`src/rtl/shift_reg_univ.sv`:
```
// rtl/shift_reg_univ.sv - universal shift register with single-step and burst modes
// Optional registered complement output Q_n is enabled by defining SHIFT_REG_UNIV_QN_EN.
module shift_reg_univ #(
  parameter int               WIDTH     = 8,
  parameter logic [WIDTH-1:0] RESET_VAL = {WIDTH{1'b0}},
  localparam int              AW        = $clog2(WIDTH)
) (
  input  logic             CLK,
  input  logic             RST,
  input  logic             EN,
  input  logic [2:0]       OP,
  input  logic [WIDTH-1:0] D,
  input  logic             SIN,
  input  logic             START,
  input  logic [AW-1:0]    AMT,
  output logic [WIDTH-1:0] Q,
`ifdef SHIFT_REG_UNIV_QN_EN
  output logic [WIDTH-1:0] Q_n,
`endif
  output logic             SOUT,
  output logic             BUSY,
  output logic             DONE
);

  localparam logic [2:0] OP_HOLD = 3'b000;
  localparam logic [2:0] OP_LOAD = 3'b001;
  localparam logic [2:0] OP_SHL  = 3'b010;
  localparam logic [2:0] OP_SHR  = 3'b011;
  localparam logic [2:0] OP_ROL  = 3'b100;
  localparam logic [2:0] OP_ROR  = 3'b101;
  localparam logic [2:0] OP_ASR  = 3'b110;
  localparam logic [2:0] OP_CLR  = 3'b111;

  typedef enum logic {S_IDLE, S_SHIFT} state_e;

  state_e           state_q, state_d;
  logic [WIDTH-1:0] q_q, q_d;
  logic             sout_q, sout_d;
  logic             done_q, done_d;
  logic [2:0]       op_q, op_d;
  logic [AW-1:0]    cnt_q, cnt_d;

  logic [2:0]       step_op;
  logic [WIDTH-1:0] step_q;
  logic             step_sout;
  logic             op_is_shift;

  assign op_is_shift = (OP inside {OP_SHL, OP_SHR, OP_ROL, OP_ROR, OP_ASR});

  // During a burst the latched op is stepped; live OP is ignored.
  always_comb begin
    step_op   = (state_q == S_SHIFT) ? op_q : OP;
    step_q    = q_q;
    step_sout = sout_q;
    case (step_op)
      OP_LOAD: step_q = D;
      OP_SHL: begin
        step_q    = {q_q[WIDTH-2:0], SIN};
        step_sout = q_q[WIDTH-1];
      end
      OP_SHR: begin
        step_q    = {SIN, q_q[WIDTH-1:1]};
        step_sout = q_q[0];
      end
      OP_ROL: begin
        step_q    = {q_q[WIDTH-2:0], q_q[WIDTH-1]};
        step_sout = q_q[WIDTH-1];
      end
      OP_ROR: begin
        step_q    = {q_q[0], q_q[WIDTH-1:1]};
        step_sout = q_q[0];
      end
      OP_ASR: begin
        step_q    = {q_q[WIDTH-1], q_q[WIDTH-1:1]};
        step_sout = q_q[0];
      end
      OP_CLR:  step_q = RESET_VAL;
      default: ;
    endcase
  end

  always_comb begin
    state_d = state_q;
    q_d     = q_q;
    sout_d  = sout_q;
    done_d  = done_q;
    op_d    = op_q;
    cnt_d   = cnt_q;
    if (EN) begin
      done_d = 1'b0;
      case (state_q)
        S_IDLE: begin
          if (START) begin
            op_d   = OP;
            done_d = 1'b1;
            if (!(op_is_shift && AMT == '0)) begin
              q_d    = step_q;
              sout_d = step_sout;
            end
            if (op_is_shift && AMT > AW'(1)) begin
              state_d = S_SHIFT;
              cnt_d   = AMT - AW'(1);
              done_d  = 1'b0;
            end
          end else begin
            q_d    = step_q;
            sout_d = step_sout;
          end
        end
        S_SHIFT: begin
          q_d    = step_q;
          sout_d = step_sout;
          cnt_d  = cnt_q - AW'(1);
          if (cnt_q == AW'(1)) begin
            state_d = S_IDLE;
            done_d  = 1'b1;
          end
        end
        default: state_d = S_IDLE;
      endcase
    end
  end

  always_ff @(posedge CLK or posedge RST) begin
    if (RST) begin
      state_q <= S_IDLE;
      q_q     <= RESET_VAL;
      sout_q  <= 1'b0;
      done_q  <= 1'b0;
      op_q    <= OP_HOLD;
      cnt_q   <= '0;
    end else begin
      state_q <= state_d;
      q_q     <= q_d;
      sout_q  <= sout_d;
      done_q  <= done_d;
      op_q    <= op_d;
      cnt_q   <= cnt_d;
    end
  end

`ifdef SHIFT_REG_UNIV_QN_EN
  logic [WIDTH-1:0] qn_q;

  always_ff @(posedge CLK or posedge RST) begin
    if (RST) begin
      qn_q <= ~RESET_VAL;
    end else begin
      qn_q <= ~q_d;
    end
  end

  assign Q_n = qn_q;
`endif

  assign Q    = q_q;
  assign SOUT = sout_q;
  assign BUSY = (state_q == S_SHIFT);
  assign DONE = done_q;

endmodule

```
`config.mk`:
```
export PLATFORM = sky130hd
export DESIGN_NAME = shift_reg_univ
export DESIGN_NICKNAME = d
export VERILOG_FILES = /design/src/rtl/shift_reg_univ.sv
export SDC_FILE = /design/constraint.sdc
export NUM_CORES = 1
export LEC_CHECK = 0
export CAP_MARGIN = 30
export CORE_MARGIN = 3
export CORE_UTILIZATION = 65
export CTS_CLUSTER_DIAMETER = 60
export DETAILED_ROUTE_END_ITERATION = 12
export DONT_BUFFER_PORTS = 1
export HOLD_SLACK_MARGIN = 0.03
export PLACE_DENSITY_LB_ADDON = 0.15
export SLEW_MARGIN = 20
export SYNTH_ARGS = -nofsm -noshare
export SYNTH_HDL_FRONTEND = slang
export SYNTH_SLANG_ARGS = --single-unit
```
`constraint.sdc`:
```
create_clock -name CLK -period 3.4 [get_ports CLK]
set_input_delay 0.68 -clock CLK [delete_from_list [all_inputs] [get_ports CLK]]
set_output_delay 0.68 -clock CLK [all_outputs]
set_load 0.01 [all_outputs]
```
# ---- Yosys cells after proc, flatten, opt, wreduce, memory -nomap -nowiden
# Cells that the tools add are included.
dict set report totals {
  out_inout_bits 11
  regBits 17
  elab_cells 55
}
dict set report op_classes {
  n_bitwise 1
  addsub 2
  n_reduce_logical 9
  n_mux 20
  order_cmp 1
  eq_ne 16
}
# cell n
set op_table {}
lappend op_table {{$pmux W8 S7} 1}
lappend op_table {{$eq A3 B3 Y1 const B} 7}
lappend op_table {{$mux W8} 2}
lappend op_table {{$pmux W8 S2} 1}
lappend op_table {{$eq A3 B2 Y1 const B} 4}
lappend op_table {{$mux W3} 3}
lappend op_table {{$mux W1} 8}
lappend op_table {{$pmux W1 S2} 4}
lappend op_table {{$eq A3 B1 Y1 const B} 2}
lappend op_table {{$pmux W3 S2} 1}
lappend op_table {{$reduce_and A3 Y1} 2}
lappend op_table {{$sub A3 B1 Y3 const B} 2}
lappend op_table {{$reduce_bool A5 Y1} 1}
lappend op_table {{$ne A2 B2 Y1 const B} 2}
lappend op_table {{$gt A3 B1 Y1 const B} 1}
lappend op_table {{$logic_not A3 Y1} 1}
lappend op_table {{$ne A3 B3 Y1 const B} 1}
lappend op_table {{$reduce_or A3 Y1} 1}
lappend op_table {{$logic_and A1 B1 Y1} 2}
lappend op_table {{$reduce_and A2 Y1} 1}
lappend op_table {{$reduce_or A2 Y1} 1}
lappend op_table {{$not A1 Y1} 1}

# ---- Logic depth before layout (Yosys ltp)
# Gate-level depths: netlist of run 1.
dict set report depth {
  ltp_word 7
  depth_mapped 8
  ltp_nobuf 7
}

# ---- Least setup slack after synthesis of run 1
# No wires, ideal clock.
dict set report synth_path {
  path_kind {input to register}
  from {input port AMT[0]}
  to {register q_q[5], in the netlist Q[5]}
  stages 8
  path_buffers 1
  slack_ns 1.566
  t_arrival_ns 1.757
  cell_sequence {inv_1 ha_1 nor4bb_1 a31o_2 a21oi_2 buf_4 nor2_1 a21oi_1}
}
dict set report synth_between {
  elab_chain_len 4
}
# element line_no
set synth_lines {}
lappend synth_lines {{from (decl)} 15} ;# input logic [AW-1:0] AMT,
lappend synth_lines {{$logic_not A3 Y1} 96} ;# if (!(op_is_shift && AMT == '0)) begin
lappend synth_lines {{$logic_and A1 B1 Y1} 96}
lappend synth_lines {{$ne A3 B3 Y1 (no line)} --}
lappend synth_lines {{$reduce_and A2 Y1 (no line)} --}
lappend synth_lines {{to (signal assigned)} 134} ;# q_q <= q_d;
lappend synth_lines {{to (decl)} 37} ;# logic [WIDTH-1:0] q_q, q_d;
# Every way passes these cells.
# A chain may end at the register's enable or synchronous reset.

# ---- Worst setup path after layout of run 1
dict set report layout_path {
  from {register state_q, in the netlist BUSY}
  to {register q_q[2], in the netlist Q[2]}
}
dict set report layout_between {
  elab_chain_len 6
  word_cells_on_any_way 15
  cone_classes {8 x eq/ne; 5 x mux; 1 x bitwise; 1 x reduce/logical}
}
# element line_no
set layout_lines {}
lappend layout_lines {{from (decl)} 36} ;# state_e state_q, state_d;
lappend layout_lines {{from (signal assigned)} 133} ;# state_q <= state_d;
lappend layout_lines {{$mux W3} 52} ;# step_op = (state_q == S_SHIFT) ? op_q : OP;
lappend layout_lines {{$eq A3 B3 Y1 (tied with other cells)} 55} ;# case (step_op)
lappend layout_lines {{$pmux W8 S7} 55}
lappend layout_lines {{$mux W8} 96}
lappend layout_lines {{$mux W8} 93} ;# if (START) begin
lappend layout_lines {{$pmux W8 S2} 91} ;# case (state_q)
# Several ways; a longest one is shown, not always the timed one. The select of a mux whose other input is x is not followed.

==> results.py, run 1 <==
metrics = {
    "synth": {
        "synth_compound_area_share_pct": 27.6,
        "syn_avg_cell_area_um2": 9.11,
        "yosysTopAreaCell": "dfrtp_1",
        "synth_fa_ha_area_share_pct": 6.12,
        "synth_mux_area_share_pct": 9.71,
        "syn_area_um2": 1180,
        "synthSimpleGateAreaFrac_pct": 13.0,
        "synth_top_family_by_area": "compound AO/OA/AOI/OAI gates",
        "synthDistinctLibCells": 38,
        "synth-edff-count": 0,
        "yosys_register_bits": 17,
        "synthFlopType": "dfrtp_1",
        "postSynthCellCount": 130,
        "synth_area_leaders": "dfrtp_1, ha_1, a21oi_1",
        "yosysWarnings": 0,
        "async_reset_ff_share_pct": 100,
        "yosysTopAreaCellShare_pct": 35.9,
        "syn-num-nets": 154,
        "synthXorXnorAreaFrac_pct": 1.48,
        "ys_seq_area_share_pct": 35.9,
    },
    "setup_path": {
        "worstSetupStartpoint": "BUSY$_DFFE_PP0P_",
        "cp-start-kind": "flop",
        "reg2reg_slack_ps": 1180,
        "critPathRequiredTime_ps": 3560,
        "r2r_end": "Q[2]$_DFFE_PP0P_",
        "endpoint": "Q[2]$_DFFE_PP0P_",
        "r2r_start": "BUSY$_DFFE_PP0P_",
        "rr_worst_depth": 5,
        "path_class": "reg2reg",
        "critPathCaptureType": "flop",
        "crit_arrival_ps": 2370,
        "crit_fanout": 21,
    },
    "cts": {
        "cts_buffers": 3,
        "hold_buffers": 0,
        "clkSinkCount": 17,
        "cts.clk_slew.worst_paths_ps": 100,
        "cts_setup_buffers": 0,
        "cts_resized": 0,
        "clk_latency_ps": 290,
        "cts_tree": "built",
        "cts-htree-levels": 1,
        "cts.path.max_buffers": 2,
        "cts_root_buf": "clkbuf_4",
    },
    "global_route": {
        "grt_pass1_vias": 1021,
        "grtUsageTotal_pct": 24.1,
        "use_met2_pct": 40.5,
        "antenna_found_initial": 0,
        "grt-ovfl-total": 0,
        "grtUsageMet1_pct": 29.1,
        "use_met3_pct": 7.06,
        "grt_pass1_wl_um": 4480,
        "grt_max_degree": 22,
        "grt_busiest_layer": "met2",
    },
    "die": {
        "die_height_um": 48.7,
        "fp.dieW_um": 48.7,
        "fp-row-count": 14,
        "fp.dieArea_um2": 2370,
        "core_area_um2": 1610,
        "initial_core_util_pct": 73.5,
        "io_pins": 30,
    },
    "routing": {
        "routedWlPerCell_um": 16.6,
        "vias": 981,
        "via_per_inst": 6.37,
        "firstDrtPassIters": 6,
        "drtIter0Drc": 46,
        "totalWireLength_um": 2560,
        "drtAntennaViolNets": 0,
        "drcViolationCount": 0,
    },
    "final_layout": {
        "multi_input_area_um2": 686,
        "diodes": 0,
        "fillerInstances": 130,
        "synthToLayoutAreaGrowth_pct": 2.64,
        "drive_above_1_share_pct": 11.5,
        "final_common_cell": "dfrtp_1",
        "final_cell_mix": "dfrtp_1, nor2_1, a21oi_1, inv_1, o21ai_0",
        "ff_latch_area_um2": 425,
        "nNetsFinal": 155,
    },
    "sta": {
        "setup-tns-final_ps": 0,
        "slew_violations": 0,
        "rsz0062_at_grt": "no",
        "tightest_slew_ps": 764,
        "relSlewSlack_pct": 49.0,
        "period_share_pct": 65.2,
        "min_period_ps": 2220,
        "fmax_mhz": 451,
        "fin_skew_ps": 1.21,
        "hold_viol": 0,
        "setup_viol": 0,
    },
    "hold_path": {
        "hold_path.class": "in2async",
    },
    "pwr": {
        "p_leak_uw": 0.000529,
        "total_power_uw": 1200,
        "vdd_drop_max_v": 0.000578,
        "powerDensity_nw_per_um2": 989,
    },
    "placed_design": {
        "dp_hpwl_um": 1980,
        "port_buffers": 0,
        "place_congestion": 0.850,
    },
    "outcome": {
        "status": "finished clean",
    },
    "run": {
        "drv_cap": 0,
    },
}
stage by stage:
stage | util [%] | setup WS [ps] | hold slack, ps | instance area [um2] | instances
2_1_floorplan | - | 1570 | 475 | 1180 | 130
3_3_place_gp | 73.8 | 1270 | 505 | 1190 | 150
3_5_place_dp | 73.8 | 1200 | 524 | 1190 | 150
4_1_cts | 75.5 | 1180 | 365 | 1220 | 154
5_1_grt | 75.5 | 979 | 389 | 1220 | 154
6_report | 75.5 | 1180 | 355 | 1220 | 154
worst max-delay path, stage by stage (launching register included):
cell and delay, ps:
dfrtp_1 850, mux2_2 480, a21oi_4 180, a21oi_2 90, a222oi_1 360, a21oi_1 120
kinds of logic (layout without fill, tap and decap cells):
group | count (synthesis) | count (layout)
AND/OR/NAND/NOR | 34 | 34
AO/OA/AOI/OAI | 45 | 45
XOR/XNOR | 2 | 2
adder cells (fa/ha/maj) | 6 | 6
buffers and inverters | 16 | 16
multiplexers | 10 | 10
flip-flops | 17 | 17
per-layer routing:
metal  vias to the layer above  share of wire, %  wire length [um]
met5                         -                 0                 0
met4                         0               1.1                28
met3                         3               9.0               229
met2                        36                47              1200
met1                       454                43              1100
li1                        488                 -                 -
worst min path at each step:
stage	start	endpoint	slack (ps)	cells past startpoint
detailed placement	cnt_q[0]$_DFFE_PP0P_	cnt_q[0]$_DFFE_PP0P_	520	1
CTS	RST	cnt_q[2]$_DFFE_PP0P_	360	1
global placement	cnt_q[0]$_DFFE_PP0P_	cnt_q[0]$_DFFE_PP0P_	500	1
finish	RST	Q[1]$_DFFE_PP0P_	350	1
global route	RST	cnt_q[0]$_DFFE_PP0P_	390	1
floorplan	cnt_q[0]$_DFFE_PP0P_	cnt_q[0]$_DFFE_PP0P_	470	1
cells in the mapped netlist, drive strengths merged, types with 2 or more instances:
master,n
mux2,6
o221ai,2
nor3,2
inv,11
dfrtp,17
o22ai,2
nand3,3
nand2,7
a31o,2
a222oi,6
xor2,2
buf,4
nand4,2
o21ai,8
a21oi,15
mux2i,4
a211oi,3
ha,5
nor2,16
registers in the layout, summed over array words and instances, names as in the netlist:
| register | count |
|---|---|
| BUSY | 1 |
| op_q | 3 |
| SOUT | 1 |
| Q | 8 |
| DONE | 1 |
| cnt_q | 3 |
report_power, final:
part | switching [uW] | leakage [uW] | total (uW) | internal [uW]
logic | 338 | 0.000315 | 624 | 286
registers | 166 | 0.000199 | 469 | 303
clock network | 64.3 | 0.0000150 | 110 | 45.7
area by class of cell:
class	instances	share of cell area (%)
tap	24	2.47
clock buffer	4	2.16
multi-input combinational	97	56.4
inverter	11	3.40
timing repair buffer	1	0.617
sequential	17	35.0
(Power assumes the default switching activity.)
==> run 2, diff against run 1 <==
CORE_UTILIZATION = 61   (was 65)
clock period = 2.13 ns   (was 3.4 ns; I/O delays follow)
==> results.py, run 2 (same netlist as run 1, synthesis figures left out) <==
metrics = {
    "outcome": {
        "status": "finished clean",
    },
    "sta": {
        "tightest_slew_ps": 658,
        "hold_ws_ps": 107,
        "hold_viol": 0,
        "setup-tns-final_ps": 0,
        "fin_skew_ps": 3.48,
        "fmax_mhz": 544,
        "slew_violations": 0,
        "relSlewSlack_pct": 56.1,
        "worst_slack_ps": 292,
        "rsz0062_at_grt": "no",
        "period_share_pct": 86.3,
        "setup_viol": 0,
        "min_period_ps": 1840,
    },
    "setup_path": {
        "critPathBufInv": 2,
        "crit_chain": "buf_4 -> nand2b_1 -> o22ai_1 -> buf_4 -> a2bb2oi_1 -> o221ai_1 -> nand3_1",
        "critPathRequiredTime_ps": 2360,
        "crit_family": "compound AO/OA/AOI/OAI gates",
        "crit_cells": 7,
        "crit_path_top_delay_cell": "dfrtp_1",
        "crit_arrival_ps": 2070,
        "path_class": "reg2reg",
        "critical_path.max_stage_delay_ps": 420,
        "crit_fanout": 13,
        "worstSetupStartpoint": "BUSY$_DFFE_PP0P_",
        "path_common_cell": "buf_4",
        "critPathCaptureType": "flop",
        "r2r_start": "BUSY$_DFFE_PP0P_",
        "cp-start-kind": "flop",
        "rr_worst_depth": 7,
    },
    "routing": {
        "firstDrtPassIters": 5,
        "route.met3.wl_um": 200,
        "totalWireLength_um": 2590,
        "via_per_inst": 6.35,
        "vias": 997,
        "top_layer_used": "met4",
        "dr_wl_met2_um": 1240,
        "drt-met1-wl_um": 1130,
        "drtAntennaViolNets": 0,
        "drcViolationCount": 0,
        "drtIter0Drc": 47,
        "routedWlPerCell_um": 16.5,
    },
    "pwr": {
        "vdd_drop_max_v": 0.000894,
        "swShare_pct": 47.0,
        "powerDensity_nw_per_um2": 1570,
        "p_sw_uw": 910,
        "clkPwrFrac_pct": 8.8,
        "p_leak_uw": 0.000541,
        "internal-power_uw": 1030,
        "comb_power_share_pct": 54.3,
        "power_frac_seq_pct": 36.9,
    },
    "die": {
        "fp.dieW_um": 50.1,
        "io_pins": 30,
        "fp-row-count": 15,
        "core_area_um2": 1780,
        "initial_core_util_pct": 66.5,
        "die_height_um": 50.1,
        "fp.dieArea_um2": 2510,
    },
    "final_layout": {
        "synthToLayoutAreaGrowth_pct": 4.12,
        "utilization_pct": 69.2,
        "largest_register_ffs": 8,
        "drive_above_1_share_pct": 13.6,
        "design_area_um2": 1230,
        "final_common_cell": "dfrtp_1",
        "fillerInstances": 151,
        "final_cell_mix": "dfrtp_1, nor2_1, a21oi_1, inv_1, o21ai_0",
        "nNetsFinal": 157,
        "diodes": 0,
    },
    "placed_design": {
        "dp_hpwl_um": 2000,
        "port_buffers": 0,
        "place_congestion": 0.908,
        "place_area_um2": 1210,
        "post-place-ws_ps": 269,
    },
    "cts": {
        "cts.clk_slew.worst_paths_ps": 100,
        "cts_tree": "built",
        "cts_resized": 0,
        "cts_root_buf": "clkbuf_4",
        "clk_latency_ps": 280,
        "cts.path.max_buffers": 2,
        "cts_buffers": 3,
        "hold_buffers": 0,
        "clkSinkCount": 17,
        "cts_setup_buffers": 0,
        "cts-htree-levels": 1,
    },
    "global_route": {
        "grt_pass1_vias": 977,
        "grt_max_degree": 18,
        "grt_pass1_wl_um": 4320,
        "grt-ovfl-total": 0,
        "grtUsageTotal_pct": 22.0,
        "antenna_found_initial": 0,
    },
    "hold_path": {
        "hold_path.class": "in2async",
    },
    "run": {
        "drv_cap": 0,
    },
}
-- run 2: layout make-up --
class | instances | area [um2] | share of cell area, %
sequential | 17 | 425 | 34.5
multi-input combinational | 97 | 686 | 55.6
tap | 25 | 31.3 | 2.54
clock buffer | 3 | 22.5 | 1.83
inverter | 11 | 41.3 | 3.35
clock inverter | 1 | 5.00 | 0.406
timing repair buffer | 3 | 22.5 | 1.83
-- run 2: stage by stage --
stage	power, uW	instances
2_1_floorplan	1540	130
3_3_place_gp	1710	153
3_5_place_dp	1760	153
4_1_cts	1930	157
5_1_grt	2110	157
6_report	1940	157
-- run 2: layer usage --
metal	up-vias	GRT usage, %
met2	34	35.7
met1	467	28.9
met4	0	4.15
met5	-	0
met3	4	6.34
li1	492	-
-- run 2: power by group through the flow --
stage	Clock [uW]	Combinational [uW]	Sequential, uW
global placement	0	998	711
finish	170	1050	715
floorplan	0	878	664
CTS	175	1040	715
global route	184	1180	742
detailed placement	0	1030	724
-- run 2: path summary, 6_finish.rpt --
path,end,slack (ps)
max,SOUT$_DFFE_PP0P_,290
min,cnt_q[2]$_DFFE_PP0P_,110
max reg2reg,SOUT$_DFFE_PP0P_,290
min reg2reg,cnt_q[0]$_DFFE_PP0P_,530
max in group asynchronous,op_q[0]$_DFFE_PP0P_,1600
min in group CLK,cnt_q[1]$_DFFE_PP0P_,210
